File: config.mk
export PLATFORM = sky130hd
export DESIGN_NAME = shared_port_arbiter
export DESIGN_NICKNAME = d
export VERILOG_FILES = /design/src/rtl/shared_port_arbiter.sv
export SDC_FILE = /design/constraint.sdc
export NUM_CORES = 1
export LEC_CHECK = 0
export ABC_AREA = 0
export BUFFER_PORTS_ARGS = -buffer_cell sky130_fd_sc_hd__buf_2
export CAP_MARGIN = 0
export CORE_UTILIZATION = 50
export DETAILED_ROUTE_END_ITERATION = 7
export GPL_ROUTABILITY_DRIVEN = 0
export PLACE_DENSITY = 0.72
export SETUP_SLACK_MARGIN = 0.05
export SLEW_MARGIN = 20
export SYNTH_ARGS = -nofsm -noshare
export SYNTH_HDL_FRONTEND = slang
export SYNTH_SLANG_ARGS = --single-unit
File: constraint.sdc
create_clock -name clk -period 2.45 [get_ports clk]
set_input_delay 0.1225 -clock clk [delete_from_list [all_inputs] [get_ports clk]]
set_output_delay 0.1225 -clock clk [all_outputs]
set_load 0.03 [all_outputs]
File: src/rtl/shared_port_arbiter.sv
// Round-robin arbiter sharing one bus port; grant held until done.
// Define ARB_FIXED_PRIO_EN for lowest-index-wins fixed priority.
module shared_port_arbiter #(
    parameter int NUM_REQ   = 3,
    parameter int SEL_WIDTH = $clog2(NUM_REQ)
) (
    input  logic                 clk,
    input  logic                 resetn,
    input  logic [NUM_REQ-1:0]   req,
    input  logic                 done,
    output logic [NUM_REQ-1:0]   grant_1h,
    output logic [SEL_WIDTH-1:0] grant_sel,
    output logic                 grant_valid,
    output logic                 start
);

    typedef enum logic {
        IDLE,
        BUSY
    } state_t;

    state_t               state;
    state_t               state_n;
    logic [NUM_REQ-1:0]   grant_1h_n;
    logic [SEL_WIDTH-1:0] grant_sel_n;
    logic                 grant_valid_n;
    logic                 start_n;
    logic                 win_found;
    logic [SEL_WIDTH-1:0] win_idx;

`ifdef ARB_FIXED_PRIO_EN
    // Scan downward so the lowest asserted index is written last.
    always_comb begin
        win_found = 1'b0;
        win_idx   = '0;
        for (int k = NUM_REQ - 1; k >= 0; k--) begin
            if (req[k]) begin
                win_found = 1'b1;
                win_idx   = SEL_WIDTH'(k);
            end
        end
    end
`else
    logic [SEL_WIDTH-1:0] ptr;
    logic [SEL_WIDTH-1:0] ptr_n;

    always_comb begin : rr_scan
        int j;
        win_found = 1'b0;
        win_idx   = '0;
        j         = 0;
        for (int k = 0; k < NUM_REQ; k++) begin
            j = int'(ptr) + k;
            if (j >= NUM_REQ) j = j - NUM_REQ;
            if (!win_found && req[j]) begin
                win_found = 1'b1;
                win_idx   = SEL_WIDTH'(j);
            end
        end
    end
`endif

    always_comb begin
        state_n       = state;
        grant_1h_n    = grant_1h;
        grant_sel_n   = grant_sel;
        grant_valid_n = grant_valid;
        start_n       = 1'b0;
`ifndef ARB_FIXED_PRIO_EN
        ptr_n         = ptr;
`endif
        unique case (state)
            IDLE: begin
                if (win_found) begin
                    state_n             = BUSY;
                    grant_1h_n          = '0;
                    grant_1h_n[win_idx] = 1'b1;
                    grant_sel_n         = win_idx;
                    grant_valid_n       = 1'b1;
                    start_n             = 1'b1;
                end
            end
            BUSY: begin
                if (done) begin
                    state_n       = IDLE;
                    grant_1h_n    = '0;
                    grant_sel_n   = '0;
                    grant_valid_n = 1'b0;
`ifndef ARB_FIXED_PRIO_EN
                    if (grant_sel == SEL_WIDTH'(NUM_REQ - 1))
                        ptr_n = '0;
                    else
                        ptr_n = grant_sel + SEL_WIDTH'(1);
`endif
                end
            end
        endcase
    end

    always_ff @(posedge clk) begin
        if (!resetn) begin
            state       <= IDLE;
            grant_1h    <= '0;
            grant_sel   <= '0;
            grant_valid <= 1'b0;
            start       <= 1'b0;
`ifndef ARB_FIXED_PRIO_EN
            ptr         <= '0;
`endif
        end else begin
            state       <= state_n;
            grant_1h    <= grant_1h_n;
            grant_sel   <= grant_sel_n;
            grant_valid <= grant_valid_n;
            start       <= start_n;
`ifndef ARB_FIXED_PRIO_EN
            ptr         <= ptr_n;
`endif
        end
    end

endmodule
# Word-level counts from Yosys, hierarchy flattened
# Cells that the tools add are included.
[word_totals] output_inout_bits=7 regBits=10 input_bits=6
[op_classes] add_sub_neg=6 reduce_logical=8 bitwise_logic=2 n_mux=33 eq_ne=3 order_cmp=8
[ops] op="$lt 32x4->1 const B" count=3
[ops] op="$mux 32" count=3
[ops] op="$mux 1" count=14
[ops] op="$mux 2" count=6
[ops] op="$sub 3x2->4 const B" count=2
[ops] op="$bmux 1 s2" count=3
[ops] op="$ge 3x2->1 const B" count=2
[ops] op="$mux 3" count=2
[ops] op="$pmux 3 s2" count=1
[ops] op="$ne 2x2->1 const B" count=2
[ops] op="$pmux 1 s2" count=2
[ops] op="$pmux 2 s2" count=1
[ops] op="$reduce_and 2->1" count=2
[ops] op="$add 2x1->3 const B" count=1
[ops] op="$add 2x2->3 const B" count=1
[ops] op="$logic_and 1x1->1" count=3
[ops] op="$lt 2x3->1 const B" count=1
[ops] op="$sub 2x2->3 const B" count=1
[ops] op="$add 2x1->2 const B" count=1
[ops] op="$demux 1 s2" count=1
[ops] op="$eq 2x2->1 const B" count=1
[ops] op="$ge 2x1->1 const B" count=1
[ops] op="$ge 2x2->1 const B" count=1
[ops] op="$logic_not 1->1" count=2
[ops] op="other kinds (2)" count=3

# Longest topological paths before layout
[logic_depth] ltp_word=18 mapped_depth=8 depth_no_buf=7

# Worst setup path after synthesis
# No wires, ideal clock.
[synth_path] path_kind="flip-flop to flip-flop" startpoint="reg ptr[0]" endpoint="reg grant_1h[0]" arrival_time_ns=1.755 slack_ns=0.607 path_stages_with_launch=9 t_required_ns=2.362 path_buffers=1 cell_sequence="dfxtp_1 -> inv_1 -> ha_1 -> buf_2 -> nand3b_1 -> o211a_4 -> nand2_1 -> o32a_1 -> o32ai_2"
[synth_between] elab_chain_len=18 word_cells_on_any_way=39 cone_classes="add/sub: 5; order compare: 5; eq/ne: 1; mux: 22; reduce/logical: 6"
[synth_rtl] item="start: declaration" line_no="44" text="logic [SEL_WIDTH-1:0] ptr;"
[synth_rtl] item="start signal: assignment" line_no="117" text="ptr <= ptr_n;"
[synth_rtl] item="parallel branches: the longest is 18 deep, another holds $sub 3x2->4"
[synth_rtl] item="end signal: assignment" line_no="112" text="grant_1h <= grant_1h_n;"
[synth_rtl] item="end: declaration" line_no="11" text="output logic [NUM_REQ-1:0] grant_1h,"
# Several ways; the timed one is not identified. The select of a mux whose other input is x is not followed.
# A chain may end at the register's enable or synchronous reset.

# Worst setup path after layout
# Same ends and word-level chain as after synthesis.

==> flow_summary.ini <==
[outcome]
status = finished, final reports clean

[floorplan]
row_count = 13
fp.dieW_um = 39.4
die_y_um = 39.4
num_io_pins = 13
initial_core_util_pct = 53.8
coreArea_mm2 = 0.00130
die_area_mm2 = 0.00156

[synth]
synthMuxAreaShare_pct = 7.50
yosysMostFrequentCell = dfxtp_1
seq_area_frac_synth_pct = 28.6
synth_common_cells = dfxtp_1, nand2_1, a21oi_1
synth_top_area_cell = dfxtp_1
synth-compound-area-share_pct = 29.1
netlist_instances = 77
synthDistinctLibCells = 32
synthSimpleGateAreaFrac_pct = 22.0
syn-cell-area_um2 = 701
ys_seq_elements = 10
yosys.area_share.xor_xnor_pct = 0
ys.flop_type = dfxtp_1
synth_nets = 87
avgSynthCellArea_um2 = 9.10
synth_top_family_by_area = compound AO/OA/AOI/OAI gates
synth_edf_count = 0
synth_warnings = 0
synthArstFlopShare_pct = 0
synthAdderAreaFrac_pct = 7.14
synth_area_leaders = dfxtp_1, ha_1, mux2i_1, a21oi_1, nand2b_1
synth_top_area_share_pct = 28.6

[global_routing]
grt_overflow = 0
grt_pass1_vias = 481
grt_max_degree = 14
antenna_found_initial = 0
grt_usage_pct = 20.7
grt_pass1_wl_mm = 2.15

[setup_path]
start_kind = flip-flop
cp_max_fo = 10
critPathMaxStageDelay_ps = 480
critPathBufInv = 1
critPathKind = flip-flop to flip-flop
worstPathCellList = inv_1 > ha_1 > nand3b_1 > o211a_4 > a31oi_2 > nand2_1 > o32ai_2
cp_slowest_cell = ha_1
cp.required_ps = 2630
crit_path_end_kind = flip-flop
cp_top_family = compound AO/OA/AOI/OAI gates
critPathArrivalTime_ps = 2280

[timing]
fin_crit_sh_pct = 85.6
layout_min_cycle_time_ps = 2100
clock.fmax_ghz = 0.477
report.final.slew_viol_count = 0
hold_viol_final = 0
max-slew-margin-rel_pct = 72.7
worst_pin_slew_ps = 405
setup_tns_ps = 0
skew_ps = 3.77
grt_setup_unrepaired = no
setup_violations = 0

[drt]
drt_pass1_iterations = 4
wl_mm = 1.43
vias = 609
drtIter0Drc = 13
wl_per_cell_um = 13.7
avgViaCountPerCell = 5.86
drc = 0
ant_nets = 0

[clock_network]
cts_sinks = 10
cts.htree.levels = 1
cts.repair.resized = 0
cts_buffers = 3
cts_tree = yes
cts_hold_buf = 0
cts_max_path_buffers = 2
postCtsSetupRepairBufs = 0
clk_latency_ps = 260
clk_pin_slew_ps = 70
cts-root-buf = clkbuf_4

[placed_design]
portBuffers = 12
dp_hpwl_mm = 1.06

[final_layout]
drive_gt1_share_pct = 24.7
diodes = 0
fin_nets = 100
area_growth_pct = 12.9

[power]
power.density_mw_per_mm2 = 619
max-vdd-ir-drop_uv = 355
total_power_w = 0.000490
leakage_nw = 0.334

[run]
drv_cap = 0

[hold_path]
min_path_type = primary input to flip-flop
## cell usage in the layout (no fill, tap or decap), types with 2 or more instances in the layout
| cell type | Yosys | layout |
|---|---|---|
| a21oi_1 | 5 | 5 |
| a31o_1 | 2 | 2 |
| and3_1 | 3 | 3 |
| buf_2 | 2 | 12 |
| clkbuf_4 | 0 | 3 |
| dfxtp_1 | 10 | 10 |
| ha_1 | 4 | 4 |
| inv_1 | 4 | 4 |
| mux2i_1 | 3 | 3 |
| nand2_1 | 6 | 6 |
| nand2b_1 | 4 | 4 |
| nand3_1 | 2 | 2 |
| nand3b_1 | 3 | 3 |
| nor2b_1 | 4 | 4 |
| nor3_1 | 3 | 3 |
| nor3b_1 | 2 | 2 |
| o21ai_0 | 2 | 2 |
| o21ai_1 | 3 | 3 |
## through the flow
stage	utilization (%)	instances	instance area, um^2	worst slack, ps	hold slack, ps
5_1_grt	60.8	104	791	223	214
4_1_cts	60.8	104	791	367	206
2_1_floorplan	-	77	701	607	360
3_5_place_dp	58.0	100	754	390	457
6_report	60.8	104	791	353	213
3_3_place_gp	58.0	100	754	399	481
## sequential cells by signal, summed over array words and instances, names as in the netlist
register,flops
grant_sel,2
ptr,2
grant_1h,3
grant_valid,1
state,1
start,1
## report_power, final
group	internal (W)	total [W]	leakage, nW	switching (W)
logic	0.0000589	0.000152	0.231	0.0000932
registers	0.000178	0.000190	0.0824	0.0000115
clock network	0.0000902	0.000148	0.0210	0.0000574
total	0.000327	0.000490	0.334	0.000162
## worst reg2reg max path, stage by stage (launching register included)
cell	delay, ps
dfxtp_1	390
inv_1	80
ha_1	480
nand3b_1	210
o211a_4	190
a31oi_2	310
nand2_1	140
o32ai_2	210
## cell families after synthesis
logic type / count (synthesis)
buffers and inverters: 8
adders and majority gates: 4
AOI/OAI and AO/OA: 24
muxes: 4
DFF: 10
and+or+nand+nor: 27
## path summary, 6_finish.rpt
kind                                 start                         to  slack (ps)  cells after the start
setup reg to reg       ptr[0]$_SDFFE_PN0P_   grant_1h[0]$_SDFFE_PN0P_         350                      7
hold / removal                      resetn  grant_sel[0]$_SDFFE_PN0P_         210                      3
hold reg to reg   grant_1h[1]$_SDFFE_PN0P_   grant_1h[1]$_SDFFE_PN0P_         470                      2
setup / recovery       ptr[0]$_SDFFE_PN0P_   grant_1h[0]$_SDFFE_PN0P_         350                      7
## metal layers
metal / up-vias / global-route usage (%) / share of wire (%)
met3: 2 / 6.82 / 6.4
met2: 18 / 29.9 / 43
met4: 0 / 8.62 / 0.56
met1: 276 / 27.6 / 50
li1: 313 / - / -
met5: - / 0 / 0
## layout make-up
class | instances | area, um^2
clock buffers | 4 | 36.3
fillers | 123 | 510
inverters | 4 | 15.0
multi-input cells | 59 | 460
flip-flops and latches | 10 | 200
well taps | 15 | 18.8
repair buffers | 12 | 60.1
Note: power is estimated with default switching activity, not from simulation.
